==> config.mk <==
export PLATFORM = sky130hd
export DESIGN_NAME = dram_fifo_arb
export DESIGN_NICKNAME = d
export VERILOG_FILES = /design/src/rtl/dram_fifo_arb_pkg.sv /design/src/rtl/dram_fifo_arb_dist_ram_dp.sv /design/src/rtl/dram_fifo_arb.sv
export SDC_FILE = /design/constraint.sdc
export NUM_CORES = 2
export LEC_CHECK = 0
export BUFFER_PORTS_ARGS = -buffer_cell sky130_fd_sc_hd__buf_2
export CORE_ASPECT_RATIO = 1.4
export CORE_MARGIN = 3
export CORE_UTILIZATION = 45
export CTS_CLUSTER_SIZE = 12
export DETAILED_ROUTE_END_ITERATION = 10
export HOLD_SLACK_MARGIN = 0.06
export SETUP_SLACK_MARGIN = 0.4
export SYNTH_ARGS = -nofsm -noshare
export SYNTH_HDL_FRONTEND = slang
export SYNTH_HIERARCHICAL = 1
export SYNTH_SLANG_ARGS = --single-unit
==> constraint.sdc <==
create_clock -name clk -period 7.85 [get_ports clk]
set_clock_uncertainty 0.1 [all_clocks]
set_input_delay 1.9625 -clock clk [delete_from_list [all_inputs] [get_ports clk]]
set_output_delay 1.9625 -clock clk [all_outputs]
set_load 0.005 [all_outputs]
==> src/rtl/dram_fifo_arb_pkg.sv <==
// Shared types and helpers for the two-requester DRAM-backed FIFO.
package dram_fifo_arb_pkg;

  typedef enum logic {
    EMPTY = 1'b0,
    VALID = 1'b1
  } out_state_e;

  typedef logic req_idx_t;

  // Advance a circular pointer, wrapping from depth-1 back to 0 (depth need not be a power of two).
  function automatic int unsigned ptr_wrap(input int unsigned ptr, input int unsigned depth);
    return (ptr >= depth - 1) ? 32'd0 : ptr + 32'd1;
  endfunction

endpackage

==> src/rtl/dram_fifo_arb_dist_ram_dp.sv <==
// Distributed dual-port RAM: synchronous write, registered read port with clock-enable and sync reset.
// Latency: read data appears one edge after qdpo_ce; no backpressure, the caller gates qdpo_ce.
module dist_ram_dp #(
  parameter int WIDTH = 64,
  parameter int DEPTH = 34,
  parameter int AW    = 6
) (
  input  logic             clk,
  input  logic             we,
  input  logic [AW-1:0]    wa,
  input  logic [WIDTH-1:0] wd,
  input  logic [AW-1:0]    ra,
  input  logic             qdpo_ce,
  input  logic             qdpo_rst,
  output logic [WIDTH-1:0] qdpo
);

  logic [WIDTH-1:0] mem [DEPTH];

  // Storage is deliberately left out of reset.
  always_ff @(posedge clk) begin
    if (we) mem[wa] <= wd;
  end

  always_ff @(posedge clk) begin
    if (qdpo_rst)     qdpo <= '0;
    else if (qdpo_ce) qdpo <= mem[ra];
  end

endmodule

==> src/rtl/dram_fifo_arb.sv <==
// Two-requester round-robin write arbiter feeding a DEPTH-entry RAM FIFO plus output register (optional DRAM_FIFO_ARB_ALMOST_FULL_EN).
// Latency: 2 cycles from accepted write to out_valid; backpressure: both readies drop when full or in reset.
module dram_fifo_arb
  import dram_fifo_arb_pkg::*;
#(
  parameter int WIDTH = 64,
  parameter int DEPTH = 34,
  parameter int AW    = 6
`ifdef DRAM_FIFO_ARB_ALMOST_FULL_EN
  , parameter int AF_THRESH = DEPTH - 4
`endif
) (
  input  logic             clk,
  input  logic             reset_n,
  input  logic             req0_valid,
  input  logic [WIDTH-1:0] req0_data,
  output logic             req0_ready,
  input  logic             req1_valid,
  input  logic [WIDTH-1:0] req1_data,
  output logic             req1_ready,
  output logic             out_valid,
  output logic [WIDTH-1:0] out_data,
  input  logic             out_ready,
  output logic [AW:0]      count,
  output logic             full,
  output logic             empty
`ifdef DRAM_FIFO_ARB_ALMOST_FULL_EN
  , output logic           almost_full
`endif
);

  localparam logic [AW:0] DEPTH_C = (AW+1)'(DEPTH);

  logic [AW-1:0]    wp;
  logic [AW-1:0]    rp;
  req_idx_t         rr_ptr;
  out_state_e       state;
  logic [AW:0]      count_nxt;
  logic             wr;
  logic             issue;
  logic             pop;
  logic [WIDTH-1:0] wr_data;

  assign full      = (count == DEPTH_C);
  assign out_valid = (state == VALID);
  assign empty     = (count == '0) & ~out_valid;

  // Single-valid wins outright; contention goes to the side the pointer names.
  assign req0_ready = reset_n & ~full & req0_valid & (~req1_valid | (rr_ptr == 1'b0));
  assign req1_ready = reset_n & ~full & req1_valid & (~req0_valid | (rr_ptr == 1'b1));

  assign wr      = req0_ready | req1_ready;
  assign wr_data = req1_ready ? req1_data : req0_data;
  assign pop     = out_valid & out_ready;
  // count reflects the previous edge, so a same-cycle write is never read back here.
  assign issue   = (count != '0) & (~out_valid | out_ready);

  always_comb begin
    count_nxt = count;
    if (wr & ~issue)      count_nxt = count + 1'b1;
    else if (~wr & issue) count_nxt = count - 1'b1;
  end

  always_ff @(posedge clk) begin
    if (!reset_n) begin
      wp     <= '0;
      rp     <= '0;
      count  <= '0;
      rr_ptr <= 1'b0;
      state  <= EMPTY;
    end else begin
      if (wr) begin
        wp     <= AW'(ptr_wrap(32'(wp), DEPTH));
        rr_ptr <= ~req1_ready;
      end
      if (issue) rp <= AW'(ptr_wrap(32'(rp), DEPTH));
      count <= count_nxt;
      case (state)
        EMPTY:   if (issue) state <= VALID;
        VALID:   if (pop & ~issue) state <= EMPTY;
        default: state <= EMPTY;
      endcase
    end
  end

  dist_ram_dp #(
    .WIDTH (WIDTH),
    .DEPTH (DEPTH),
    .AW    (AW)
  ) u_ram (
    .clk      (clk),
    .we       (wr),
    .wa       (wp),
    .wd       (wr_data),
    .ra       (rp),
    .qdpo_ce  (issue),
    .qdpo_rst (~reset_n),
    .qdpo     (out_data)
  );

`ifdef DRAM_FIFO_ARB_ALMOST_FULL_EN
  localparam logic [AW:0] AF_C = (AW+1)'(AF_THRESH);

  always_ff @(posedge clk) begin
    if (!reset_n) almost_full <= 1'b0;
    else          almost_full <= (count_nxt >= AF_C);
  end
`endif

endmodule

; ---- After elaboration in Yosys (flattened, before gate mapping)
; Memories as Yosys holds them, arrays and structs flattened. A register that Yosys moved wholly into a read port is not among the register bits.
; Index checks and enable logic that the tools add are counted.
; W data, S select, Z words.
[op_classes]
muxes = 10
bitwise = 23
addsub = 4
n_eq_ne = 1
order_cmp = 2
n_reduce_logical = 4
[op_table]
columns = op, count
row1 = $mux W64, 1
row2 = $mux W7, 2
row3 = $add A6 B1 Y6 const B, 2
row4 = $ge A6 B6 Y1 const B, 2
row5 = $mux W6, 2
row6 = $and A1 B1 Y1, 11
row7 = $not A1 Y1, 8
row8 = $add A7 B1 Y7 const B, 1
row9 = $eq A7 B6 Y1 const B, 1
row10 = $logic_not A7 Y1, 1
row11 = $reduce_bool A7 Y1, 1
row12 = $sub A7 B1 Y7 const B, 1
row13 = $mux W1, 4
row14 = $or A1 B1 Y1, 4
row15 = $pmux W1 S2, 1
row16 = $reduce_bool A2 Y1, 1
row17 = $logic_not A1 Y1, 1
[totals]
inputBits = 133
ramBits = 2176
elab_cells = 50
mem_count = 1
reg_bits = 21
out_inout_bits = 76
[memory_table]
columns = memory, words, width, read_ports, rd_ports_with_merged_regs, write_ports, line_no
row1 = u_ram.mem, 34, 64, 1, 1, 1, dram_fifo_arb_dist_ram_dp.sv:18  ; logic [WIDTH-1:0] mem [DEPTH];

; ---- Logic depth before layout (Yosys ltp)
[depth]
depth_word = 10
ltp_mapped = 10
depth_no_buf = 10

; ---- Cells and area by module
; Netlist, hierarchy kept.
[modules_own_cells]
columns = mod, area_per_inst_um2, n_inst, cells_each
row1 = dist_ram_dp, 84885.2, 1, 3856
row2 = dram_fifo_arb, 2279.7, 1, 220

; ---- Worst setup path after synthesis
; No wires, ideal clock.
[synth_timing]
kind = in2reg
from = input port req0_valid
to = memory u_ram.mem[11][0] (enable)
path_slack_ns = 1.819
n_path_buf = 0
path_stages = 6
arrival_time_ns = 5.445
cell_sequence = or2_2 -> o311ai_4 -> inv_1 -> nor2b_1 -> nand2_1 -> nor2_1
[synth_via]
elab_chain_len = 6
word_cells_on_any_way = 8
classes_between = mux (2) / bitwise (6)
[synth_rtl]
columns = item, line_no
row1 = "start, declared", dram_fifo_arb.sv:15  ; input logic req0_valid,
row2 = $not A1 Y1, dram_fifo_arb.sv:50  ; assign req1_ready = reset_n & ~full & req1_valid & (~req0_valid | (rr_ptr == 1'b1));
row3 = $or A1 B1 Y1, dram_fifo_arb.sv:50
row4 = $and A1 B1 Y1, dram_fifo_arb.sv:50
row5 = $or A1 B1 Y1 (*), dram_fifo_arb.sv:52  ; assign wr = req0_ready | req1_ready;
row6 = net wr, dram_fifo_arb.sv:39  ; logic wr;
row7 = $mux W1 (*), dram_fifo_arb_dist_ram_dp.sv:22  ; if (we) mem[wa] <= wd;
row8 = $mux W1 (implied by the code) (*), dram_fifo_arb_dist_ram_dp.sv:22
row9 = "end, declared", dram_fifo_arb_dist_ram_dp.sv:18
; The timed path passes the listed nets; every way through them passes the cells marked *.

; ---- Final worst setup path
[layout_timing]
from = input port reset_n
to = output port req1_ready
[layout_via]
elab_chain_len = 3
[layout_rtl]
columns = item, line_no
row1 = "start, declared", dram_fifo_arb.sv:14  ; input logic reset_n,
row2 = $and A1 B1 Y1 (3 in series), dram_fifo_arb.sv:50
row3 = "end, declared", dram_fifo_arb.sv:20  ; output logic req1_ready,
; No other way between the ends.

==> results by group <==
Place
  • Dpl cells: about 6.7k
  • Port Buffer Count: approximately 210
  • Final GP Congestion: 0.801
  • Placed cell areas: between 0.09 and 0.1 mm²
  • Final HPWL DP: 132000 µm

GRT
  • Initial antenna violation count: 6
  • Pin count of the biggest net entering global routing: 103
  • First-pass GRT wire length: between 300000 and 400000 µm
  • Tot GR Track Use: 0.232
  • GRT overflow: 0
  • Vias in the first global route: 44.0k

Min path
  • Hold Crit Class: reg2reg
  • Worst Hold Path Cells: 2

Timing
  • Worst Tran Pin Value: 1.40 ns
  • Max transition margin: 0.0662
  • Max Transition Viols Final: 0
  • Fmax: 187 MHz
  • Final worst-path cycle share: 0.682
  • # setup viols final: 0
  • Fin Setup TNS: 0 ns
  • Hold Violations, Final: 0
  • RSZ-0062 raised after global routing: no
  • Fin crit period: around 5.4 ns

Cells and area
  • Cell area after layout: 0.0978 mm²
  • Nets@finish: 4533
  • Share of cells above drive strength 1: 0.262
  • Area Overhead vs Synth: 12.2%
  • Final Non-Filler Cells: 7055

Floorplan
  • Die X: 378 µm
  • Core ar.: 0.192 mm²
  • Die ar.: 0.199 mm²
  • IO Pins: roughly 210
  • Initial Util: 0.454
  • Rows: 190
  • Die Span Y: 527 µm

Setup path
  • CP endpoint kind: output port
  • CP max-delay cell: buf_4
  • Terminus of the critical flop-to-flop path: u_ram/mem[11][36]$_DFFE_PP_
  • Sequence of cells on the critical path: buf_2 > inv_2 > nor3_2 > buf_4 > buf_2
  • Worst path depth: 5
  • CP endpoint: req1_ready
  • CP Data Required Time: 5.79 ns
  • Setup Crit Path Kind: in2out
  • CP max stage delay: about 0.46 ns
  • WP data arrival: 3.29 ns
  • Worst-path fanout max: 20
  • Crit path launch: reset_n
  • Crit path max-delay family: buffers and inverters
  • Startpoint types: primary input
  • RR Startpoint: count[0]$_SDFFE_PN0P_
  • Most used cell, CP: buf_2
  • Flop-to-flop setup slack: roughly 3.6 ns
  • CP bufs+invs: 4
  • Worst r2r path cells: 6

Clock tree
  • Post-cts hold buffer count: 0
  • Clock Tree Root: clkbuf_16
  • CTS resizes: 0
  • Post-CTS setup buffers: 0
  • H-tree level count: 4
  • CTS tree: built
  • Total clock sinks: approximately 2.3k
  • Number of CTS-inserted buffers: 212
  • Clock Tree Buf Depth: 3
  • Later-pin clock latency in the skew report: between 0.8 and 0.9 ns
  • Clock slew at reported path FFs: 0.06 ns

Synthesis
  • Post-synthesis register bit count: 2261
  • EDFF count, synth: 2176
  • Cells after Synth: just over 4k
  • Synth Flop Type: edfxtp_1
  • Cell variety after synth: 67
  • Synth Warn #: 6
  • Sequential area share after synthesis: 0.769
  • Mean Syn Cell Area: 21.4 µm²
  • Syn_nets: 4222
  • Async S/R FF share, synth: 0
  • Mapped Area: 0.0872 mm²

Routing
  • Vias: 43.0k
  • Post-DRT Antenna Nets: 0
  • Post-route DRC: 0
  • WL/cell: around 33 µm
  • Starting DRC count in detailed routing: 5225
  • Via density: 6.09
  • DRT Wirelength: between 200000 and 250000 µm
  • Drt first pass iters: 5

Power
  • Power Density: slightly above 300 mW/mm²
  • Cell leakage power: 30.4 nW
  • Peak supply drop: 0.000211 V

Status
  • Run status: completed

Run
  • Max_cap viols: 0
[cell type report]
| class | instances | area [µm²] |
|---|---|---|
| Inverter | 15 | 62.6 |
| Fill cell | 15200 | 94300 |
| Multi-Input combinational cell | 1576 | 19000 |
| Sequential cell | 2261 | 67100 |
| Antenna cell | 3 | 7.51 |
| Tap cell | 2496 | 3120 |
| Clock inverter | 24 | 402 |
| Timing Repair Buffer | 321 | 2150 |
| Clock buffer | 359 | 5930 |
[report_power, final]
part / switching [mW] / internal (mW)
sequential: 0.415 / 13.6
clock: 4.37 / 5.20
combinational: 3.26 / 2.75
[cells by family (layout without fill, tap and decap cells)]
group           after synthesis  in the layout  share of synthesized area
flops                      2261           2261                      0.769
mux                         738            738                      0.156
compound gates              411            411                     0.0344
simple gates                410            410                     0.0223
buf+inv                     239            719                     0.0161
fa+ha+maj                    13             13                    0.00195
xor+xnor                      4              4                   0.000402
other cells                   0              3                          0
[worst register-to-register path, delay by kind of cell, from the launching register on]
family                 cells  cell delay, ns
buffers and inverters      2            0.92
and+or+nand+nor            3            1.90
AOI/OAI and AO/OA          1            0.23
DFF                        1            0.68
[placed cells by master, fill, tap and decap left out, types with 16 or more instances in the layout]
cell / netlist / final
a311oi_1: 16 / 16
nor2_4: 0 / 37
or3_1: 17 / 17
mux4_2: 471 / 471
a22oi_1: 52 / 52
nor3_1: 31 / 29
o221ai_1: 16 / 16
nand2_1: 112 / 112
buf_2: 54 / 208
o21ai_0: 56 / 56
edfxtp_1: 2176 / 2176
a21oi_1: 68 / 68
mux2_2: 34 / 34
buf_12: 0 / 21
o22ai_1: 43 / 43
a22o_1: 55 / 55
nor4_1: 20 / 20
mux2i_1: 182 / 182
clkbuf_1: 83 / 141
clkbuf_16: 0 / 213
mux2_4: 49 / 49
buf_4: 41 / 92
nand3_1: 21 / 21
dfxtp_1: 85 / 79
nor2_1: 138 / 101
[through the flow]
stage | utilization | hold slack (ns) | total power, mW | setup slack (ns)
2_1_floorplan | - | 0.366 | 18.6 | 1.82
3_3_place_gp | 0.476 | 0.371 | 20.4 | 2.18
3_5_place_dp | 0.476 | 0.380 | 20.4 | 2.13
4_1_cts | 0.509 | 0.392 | 29.9 | 2.49
5_1_grt | 0.509 | 0.419 | 30.8 | 2.35
6_report | 0.509 | 0.386 | 29.6 | 2.50
[worst min-delay path by stage]
stage | from | to | slack, ns
4_1_cts | count[6]$_SDFFE_PN0P_ | count[6]$_SDFFE_PN0P_ | 0.39
3_3_place_gp | count[6]$_SDFFE_PN0P_ | count[6]$_SDFFE_PN0P_ | 0.37
5_1_grt | u_ram/qdpo[33]$_SDFFE_PP0P_ | u_ram/qdpo[33]$_SDFFE_PP0P_ | 0.42
2_1_floorplan | u_ram/qdpo[12]$_SDFFE_PP0P_ | u_ram/qdpo[12]$_SDFFE_PP0P_ | 0.37
6_report | count[6]$_SDFFE_PN0P_ | count[6]$_SDFFE_PN0P_ | 0.39
3_5_place_dp | count[6]$_SDFFE_PN0P_ | count[6]$_SDFFE_PN0P_ | 0.38
[synth_stat cells, types with 10 or more instances]
cell type	count	area (µm²)
edfxtp_1	2176	65300
buf_2	54	270
or3_1	17	106
buf_4	41	308
mux4_2	471	10600
nor4_1	20	125
nor2_1	138	518
dfxtp_1	85	1700
a21oi_1	68	340
o221ai_1	16	140
mux2_4	49	736
a32o_1	13	130
a22o_1	55	482
o22ai_1	43	269
a22oi_1	52	390
mux2_2	34	383
or4_1	15	113
ha_1	12	150
clkbuf_1	83	312
nand2_1	112	420
o221a_2	13	146
buf_6	35	394
a41oi_1	10	87.6
mux2i_1	182	1820
nor3_1	31	155
nand2b_1	11	68.8
inv_1	13	48.8
o21ai_0	56	280
a311oi_1	16	140
nand3_1	21	105
[routing by layer]
layer	GRT usage	vias to the layer above	wire, µm
met5	0	-	7
met4	0.0583	2	5600
met3	0.0429	327	17200
met2	0.380	1789	114000
met1	0.322	23100	93600
li1	-	17700	-
[sequential cells by signal, summed over array words and instances, names as in the netlist]
name	flops
rp	6
out_valid	1
u_ram/qdpo	64
wp	6
count	7
rr_ptr	1
u_ram/mem	2176
(Power assumes the default switching activity.)
